<file path="src/rtl/tnoc_pkg.sv">
// tnoc_pkg: shared flit field positions, count sizing and packet state type
package tnoc_pkg;
    localparam int TAIL_FROM_MSB = 0;
    localparam int HEAD_FROM_MSB = 1;

    function automatic int count_width(input int depth);
        return $clog2(depth + 1);
    endfunction

    typedef enum logic {IDLE, IN_PACKET} pkt_state_t;
endpackage

</file>
<file path="src/rtl/tnoc_vc_fifo.sv">
// tnoc_vc_fifo: single-VC flit FIFO with occupancy and registered vc_available
module tnoc_vc_fifo import tnoc_pkg::*; #(
    parameter int FLIT_WIDTH = 64,
    parameter int DEPTH = 4,
    parameter int THRESHOLD = 2,
    parameter int CW = count_width(DEPTH)
) (
    input  logic                  clk,
    input  logic                  rst_n,
    input  logic                  push,
    input  logic                  pop,
    input  logic [FLIT_WIDTH-1:0] flit_in,
    output logic [FLIT_WIDTH-1:0] flit_out,
    output logic                  valid,
    output logic                  full,
    output logic                  vc_available,
    output logic [CW-1:0]         count
);
    localparam int PW = $clog2(DEPTH);
    logic [FLIT_WIDTH-1:0] mem [DEPTH];
    logic [PW-1:0] wr_ptr, rd_ptr;
    logic [CW-1:0] count_next;
    assign count_next = count + CW'(push) - CW'(pop);
    assign valid = count != '0;
    assign full = count == CW'(DEPTH);
    assign flit_out = mem[rd_ptr];
    always_ff @(posedge clk or negedge rst_n) begin
        if (!rst_n) begin
            wr_ptr <= '0;
            rd_ptr <= '0;
            count <= '0;
            vc_available <= 1'b1;
        end else begin
            if (push) wr_ptr <= (wr_ptr == PW'(DEPTH - 1)) ? '0 : wr_ptr + 1'b1;
            if (pop) rd_ptr <= (rd_ptr == PW'(DEPTH - 1)) ? '0 : rd_ptr + 1'b1;
            count <= count_next;
            vc_available <= (CW'(DEPTH) - count_next) >= CW'(THRESHOLD);
        end
    end
    // storage is intentionally left unreset
    always_ff @(posedge clk) begin
        if (push) mem[wr_ptr] <= flit_in;
    end
endmodule

</file>
<file path="src/rtl/tnoc_input_vc_buffer.sv">
// tnoc_input_vc_buffer: per-VC input flit buffering with lowest-VC-wins ready masking
module tnoc_input_vc_buffer import tnoc_pkg::*; #(
    parameter int VCS = 2,
    parameter int FLIT_WIDTH = 64,
    parameter int DEPTH = 4,
    parameter int THRESHOLD = 2
) (
    input  logic                                i_clk,
    input  logic                                i_rst_n,
    input  logic [VCS-1:0]                      i_valid,
    output logic [VCS-1:0]                      o_ready,
    input  logic [FLIT_WIDTH-1:0]               i_flit,
    output logic [VCS-1:0]                      o_vc_available,
    output logic [VCS-1:0]                      o_valid,
    input  logic [VCS-1:0]                      i_ready,
    output logic [VCS*FLIT_WIDTH-1:0]           o_flit,
    output logic [VCS*count_width(DEPTH)-1:0]   o_occupancy
);
    localparam int CW = count_width(DEPTH);
    logic [VCS-1:0] full, push, pop, lower;
    logic head, tail;
    pkt_state_t state [VCS];
    // lower[v] is set when any VC below v is requesting
    assign lower = ~(i_valid ^ (i_valid - VCS'(1)));
    assign o_ready = ~full & ~lower;
    assign push = i_valid & o_ready;
    assign pop = o_valid & i_ready;
    assign head = i_flit[FLIT_WIDTH-1-HEAD_FROM_MSB];
    assign tail = i_flit[FLIT_WIDTH-1-TAIL_FROM_MSB];
    for (genvar v = 0; v < VCS; v++) begin : g_vc
        tnoc_vc_fifo #(
            .FLIT_WIDTH(FLIT_WIDTH),
            .DEPTH(DEPTH),
            .THRESHOLD(THRESHOLD),
            .CW(CW)
        ) u_fifo (
            .clk(i_clk),
            .rst_n(i_rst_n),
            .push(push[v]),
            .pop(pop[v]),
            .flit_in(i_flit),
            .flit_out(o_flit[v*FLIT_WIDTH +: FLIT_WIDTH]),
            .valid(o_valid[v]),
            .full(full[v]),
            .vc_available(o_vc_available[v]),
            .count(o_occupancy[v*CW +: CW])
        );
    end
    always_ff @(posedge i_clk or negedge i_rst_n) begin
        if (!i_rst_n) begin
            for (int v = 0; v < VCS; v++) state[v] <= IDLE;
        end else begin
            for (int v = 0; v < VCS; v++)
                if (push[v]) state[v] <= tail ? IDLE : head ? IN_PACKET : state[v];
        end
    end
    always_ff @(posedge i_clk) begin
        if (i_rst_n) begin
            assert ($onehot0(i_valid)) else $error("multiple i_valid bits set: %b", i_valid);
            for (int v = 0; v < VCS; v++)
                if (push[v]) begin
                    assert (state[v] == IN_PACKET || head) else $error("vc%0d non-head flit while idle", v);
                    assert (state[v] == IDLE || !head) else $error("vc%0d head flit inside packet", v);
                end
        end
    end
endmodule

</file>
<file path="config.mk">
export PLATFORM = sky130hd
export DESIGN_NAME = tnoc_input_vc_buffer
export DESIGN_NICKNAME = d
export VERILOG_FILES = /design/src/rtl/tnoc_pkg.sv /design/src/rtl/tnoc_vc_fifo.sv /design/src/rtl/tnoc_input_vc_buffer.sv
export SDC_FILE = /design/constraint.sdc
export NUM_CORES = 1
export LEC_CHECK = 0
export CORE_MARGIN = 4
export CORE_UTILIZATION = 44
export CTS_CLUSTER_SIZE = 10
export DETAILED_ROUTE_END_ITERATION = 12
export GPL_ROUTABILITY_DRIVEN = 0
export SLEW_MARGIN = 0
export SYNTH_ARGS = -nofsm -noshare
export SYNTH_HDL_FRONTEND = slang
export SYNTH_SLANG_ARGS = --single-unit
</file>
<file path="constraint.sdc">
create_clock -name i_clk -period 3.9 [get_ports i_clk]
set_clock_uncertainty 0.05 [all_clocks]
set_input_delay 0.585 -clock i_clk [delete_from_list [all_inputs] [get_ports i_clk]]
set_output_delay 0.585 -clock i_clk [all_outputs]
set_load 0.1 [all_outputs]
</file>
### Yosys cells after proc, flatten, opt, wreduce, memory -nomap -nowiden

Memory sizes are Yosys's and may differ from the RTL's.
Index checks and enable logic that the tools add are counted.

* word-level logic and storage cells: 46
* memories kept: 2
* bits of input ports: 70
* register bits after elaboration: 16
* bits in writable memories: 512
* output and inout bits: 140

Memory list
* g_vc[0].u_fifo.mem: depth 4, width 64, rd ports 1, clocked after memory_dff 0, wr ports 1, RTL line tnoc_vc_fifo.sv:20 `logic [FLIT_WIDTH-1:0] mem [DEPTH];`
* g_vc[1].u_fifo.mem: depth 4, width 64, rd ports 1, clocked after memory_dff 0, wr ports 1, RTL line tnoc_vc_fifo.sv:20

* mux-type cells: 8
* eq/ne operators: 6
* reductions and logical operators: 2
* bitwise gates (word level): 7
* $lt $le $gt $ge: 2
* add/sub/neg operators: 11

Operators with widths (number)
* $add 2x1->2 const B: 4
* $eq 2x2->1 const B: 4
* $mux 2: 4
* $add 3x1->3: 2
* $and 2x2->2: 3
* $eq 3x3->1 const B: 2
* $ge 3x2->1 const B: 2
* $not 2->2: 3
* $reduce_bool 3->1: 2
* $sub 3x1->3: 2
* $sub 3x3->3 const A: 2
* $mux 1: 4
* $sub 2x1->2 const B: 1
* $xor 2x2->2: 1

### Logic depth before layout (Yosys ltp)

* word-level depth: 10
* gate-level depth with buffers: 11
* mapped depth without buffers: 11

### By module

A second synthesis with hierarchy kept.

* cells, all modules: 760
* area, all modules: 19484.9 µm²

By module, submodules not included
* tnoc_vc_fifo: cells an instance 377, area an instance 9721.8 µm², seq. area each 7888.8 µm², times used 2
* tnoc_input_vc_buffer: cells an instance 6, area an instance 41.3 µm², seq. area each 0.0 µm², times used 1

### Least setup slack after synthesis

No wires, ideal clock.

* kind: reg2reg
* start point: reg g_vc[0].u_fifo.count[1]
* end point: mem g_vc[0].u_fifo.mem[1][0], enable pin
* data arrival time: 3028 ps
* path buffers: 0
* library setup time: 429 ps
* cell stages (with the launch flop): 4
* period minus slack after synthesis: 3507 ps
* slack: 393 ps
* required time: 3421 ps
* path through: dfrtp_1 > nor2_1 > a21boi_1 > and2_1

* cells in the longest elaborated chain, start to end: 6

Ends and longest elaborated chain
* start, declared: RTL line tnoc_vc_fifo.sv:17 `output logic [CW-1:0] count`
* start signal, assigned: RTL line tnoc_vc_fifo.sv:36 `count <= count_next;`
* $eq 3x3->1: RTL line tnoc_vc_fifo.sv:25 `assign full = count == CW'(DEPTH);`
* $not 2->2: RTL line tnoc_input_vc_buffer.sv:25 `assign o_ready = ~full & ~lower;`
* $and 2x2->2: RTL line tnoc_input_vc_buffer.sv:25
* $and 2x2->2: RTL line tnoc_input_vc_buffer.sv:26 `assign push = i_valid & o_ready;`
* named net g_vc[0].u_fifo.push: RTL line tnoc_vc_fifo.sv:10 `input logic push,`
* $mux 1: RTL line tnoc_vc_fifo.sv:42 `if (push) mem[wr_ptr] <= flit_in;`
* $mux 1 (not written as such): RTL line tnoc_vc_fifo.sv:42
* end, declared: RTL line tnoc_vc_fifo.sv:20

The timed path passes the listed nets, and every way through them passes these cells.

### Final worst setup path

* start point: reg g_vc[1].u_fifo.rd_ptr[0]
* end point: out o_flit[87]

* cells in the longest elaborated chain, start to end: 1

Ends and longest elaborated chain
* start, declared: RTL line tnoc_vc_fifo.sv:21 `logic [PW-1:0] wr_ptr, rd_ptr;`
* start signal, assigned: RTL line tnoc_vc_fifo.sv:35 `if (pop) rd_ptr <= (rd_ptr == PW'(DEPTH - 1)) ? '0 : rd_ptr + 1'b1;`
* $mem_v2 4x64
* end, declared: RTL line tnoc_input_vc_buffer.sv:16 `output logic [VCS*FLIT_WIDTH-1:0] o_flit,`

No other way between the ends.

==> run metrics <==
outcome complete, no violations; CTS tree built; EDFF count, synth 512; Fillers 3334; synthesized area 19540 um^2; Max transition margin 31.64%; list of most frequent post-synthesis cells edfxtp_1, mux4_2, ha_1; worst setup margin 0.4747 ns; register area 15790 um^2; CTS Sinks 528; die height 218.7 um; Root Buffer clkbuf_16; Yosys warnings 0; Max Cap Viol 0; vias 8667; crit share post-route 87.83%; starting density of the core 44.96%; Hold Crit Class in2async; Vias/cell 5.350; I/O Buffers 209; worst slack, placed 0.8936 ns; first-pass GRT wire length 60050 um; RSZ-0062 raised after global routing false; Core Area 43460 um^2; TritonCTS buffer count 58; # rows 76; fraction of layout cells with a size suffix above 1 35.07%; io pins 210; pin count of the biggest net entering global routing 66; area of the multi-input gates 3475 um^2; Post-layout nets 1112; post-DP HPWL 24150 um; clk_lat worst skew 0.58 ns; CP max FO 32; clock-pin slew on the worst setup and hold paths 0.06 ns; largest cells by area after synthesis edfxtp_1, mux4_2, dfrtp_1; max-slew violations 0; hold buffers post-CTS 0; Seq/Total Area, Yosys 80.76%; Area growth, synth to finish 21.15%; post-CTS sizing 0; Startpoint Class flop; CTS Buffer Depth 3; asr flop ratio synth 3.030%; cell count after synthesis 763; Final Hold Fails 0; H-tree depth 2; Yosys top cell by area edfxtp_1; final wirelength 40210 um; drt wl/cell 24.82 um; Post-CTS Setup Repair Bufs 0; post-synth top area share 78.70%; Yosys cell types 25; Die X 218.7 um; CP arrival 2.79 ns; CP Capture Type output port; Initial DRC Count 598; Total GRT Usage 16.99%; die footprint 47840 um^2; Final min period 3.425 ns; setup violators final 0; register bit total from synthesis 528; vias in the first global route 9160; Mean Syn Cell Area 25.60 um^2; top-count cell post-synth edfxtp_1; Post-DRT Antenna Nets 0; setup_tns 0 ns; dominant synthesized flop cell edfxtp_1; Mapped Nets 853; Critical Path RT 3.26 ns; # DRC 0; router iterations before antenna repair 5; fmax 0.2919 GHz; actual slew at the worst max-slew pin 1.025 ns; Setup CP Type reg2out; Antenna diodes 0; antenna violations before repair 1; grt total ovfl 0
## metal layers
metal	global-route usage, %	wire, um	up-vias
li1	-	-	3733
met1	25.41	18160	4624
met2	25.51	18670	253
met3	4.157	2654	55
met4	4.340	706	2
met5	0	13	-
## final cells by class
| class | count | share of cell area, % |
|---|---|---|
| tap | 585 | 3.092 |
| sequential | 528 | 66.72 |
| multi-input combinational | 186 | 14.68 |
| clock inverter | 1 | 0.03700 |
| timing repair buffer | 231 | 8.754 |
| inverter | 17 | 0.2696 |
| clock buffer | 72 | 6.444 |
## worst paths after layout
check	startpoint	to	slack [ns]	depth (start not counted)
worst max-delay path	g_vc[1].u_fifo.rd_ptr[0]$_DFFE_PN0P_	o_flit[87]	0.47	3
worst min-delay path	i_rst_n	g_vc[0].u_fifo.count[0]$_DFF_PN0_	0.41	1
worst max register to register	g_vc[1].u_fifo.count[2]$_DFF_PN0_	g_vc[1].u_fifo.vc_available$_DFF_PN1_	1.07	11
worst min register to register	g_vc[0].u_fifo.wr_ptr[1]$_DFFE_PN0P_	g_vc[0].u_fifo.wr_ptr[1]$_DFFE_PN0P_	0.53	1
max in group asynchronous	i_rst_n	g_vc[0].u_fifo.rd_ptr[0]$_DFFE_PN0P_	2.83	1
min in group i_clk	g_vc[0].u_fifo.wr_ptr[1]$_DFFE_PN0P_	g_vc[0].u_fifo.wr_ptr[1]$_DFFE_PN0P_	0.53	1
## worst max-delay path, cell delays in order (launching register included)
cell	delay (ns)
dfrtp_4	0.90
buf_4	0.43
mux4_2	0.57
buf_4	0.25
## through the flow
step | instances | util (%) | hold WS [ns] | area, um^2
after floorplan | 763 | - | 0.2394 | 19540
after global placement | 1547 | 50.94 | 0.5176 | 22140
after detailed placement | 1547 | 50.94 | 0.5181 | 22140
after CTS | 1620 | 54.47 | 0.3989 | 23670
after global routing | 1620 | 54.47 | 0.4360 | 23670
final | 1620 | 54.47 | 0.4082 | 23670
## sequential cells by signal, indices dropped and copies added (netlist names)
register	count
g_vc.u_fifo.vc_available	2
g_vc.u_fifo.mem	512
g_vc.u_fifo.count	6
g_vc.u_fifo.rd_ptr	4
g_vc.u_fifo.wr_ptr	4
## cell families (layout without fill, tap and decap cells)
family / count (synthesis) / in the layout / synth area share, %
flops: 528 / 528 / 80.76
mux: 136 / 136 / 15.22
fa+ha+maj: 20 / 20 / 1.358
simple gates: 22 / 22 / 0.6277
buf+inv: 49 / 321 / 1.556
compound gates: 3 / 3 / 0.1089
xor+xnor: 5 / 5 / 0.3715
## cell usage in the layout (no fill, tap or decap), types with 8 or more instances in the layout
| master | Yosys | routed |
|---|---|---|
| edfxtp_1 | 512 | 512 |
| buf_4 | 8 | 140 |
| mux4_2 | 128 | 128 |
| clkdlybuf4s50_1 | 0 | 80 |
| clkbuf_16 | 0 | 59 |
| ha_1 | 18 | 18 |
| inv_1 | 17 | 17 |
| clkbuf_1 | 2 | 13 |
| buf_12 | 0 | 11 |
| dfrtp_1 | 14 | 10 |
| and2_4 | 0 | 8 |
| mux2_2 | 8 | 8 |
Power is not shown: default switching activity piles up to over one toggle a cycle in this logic, so the estimate is an artifact.
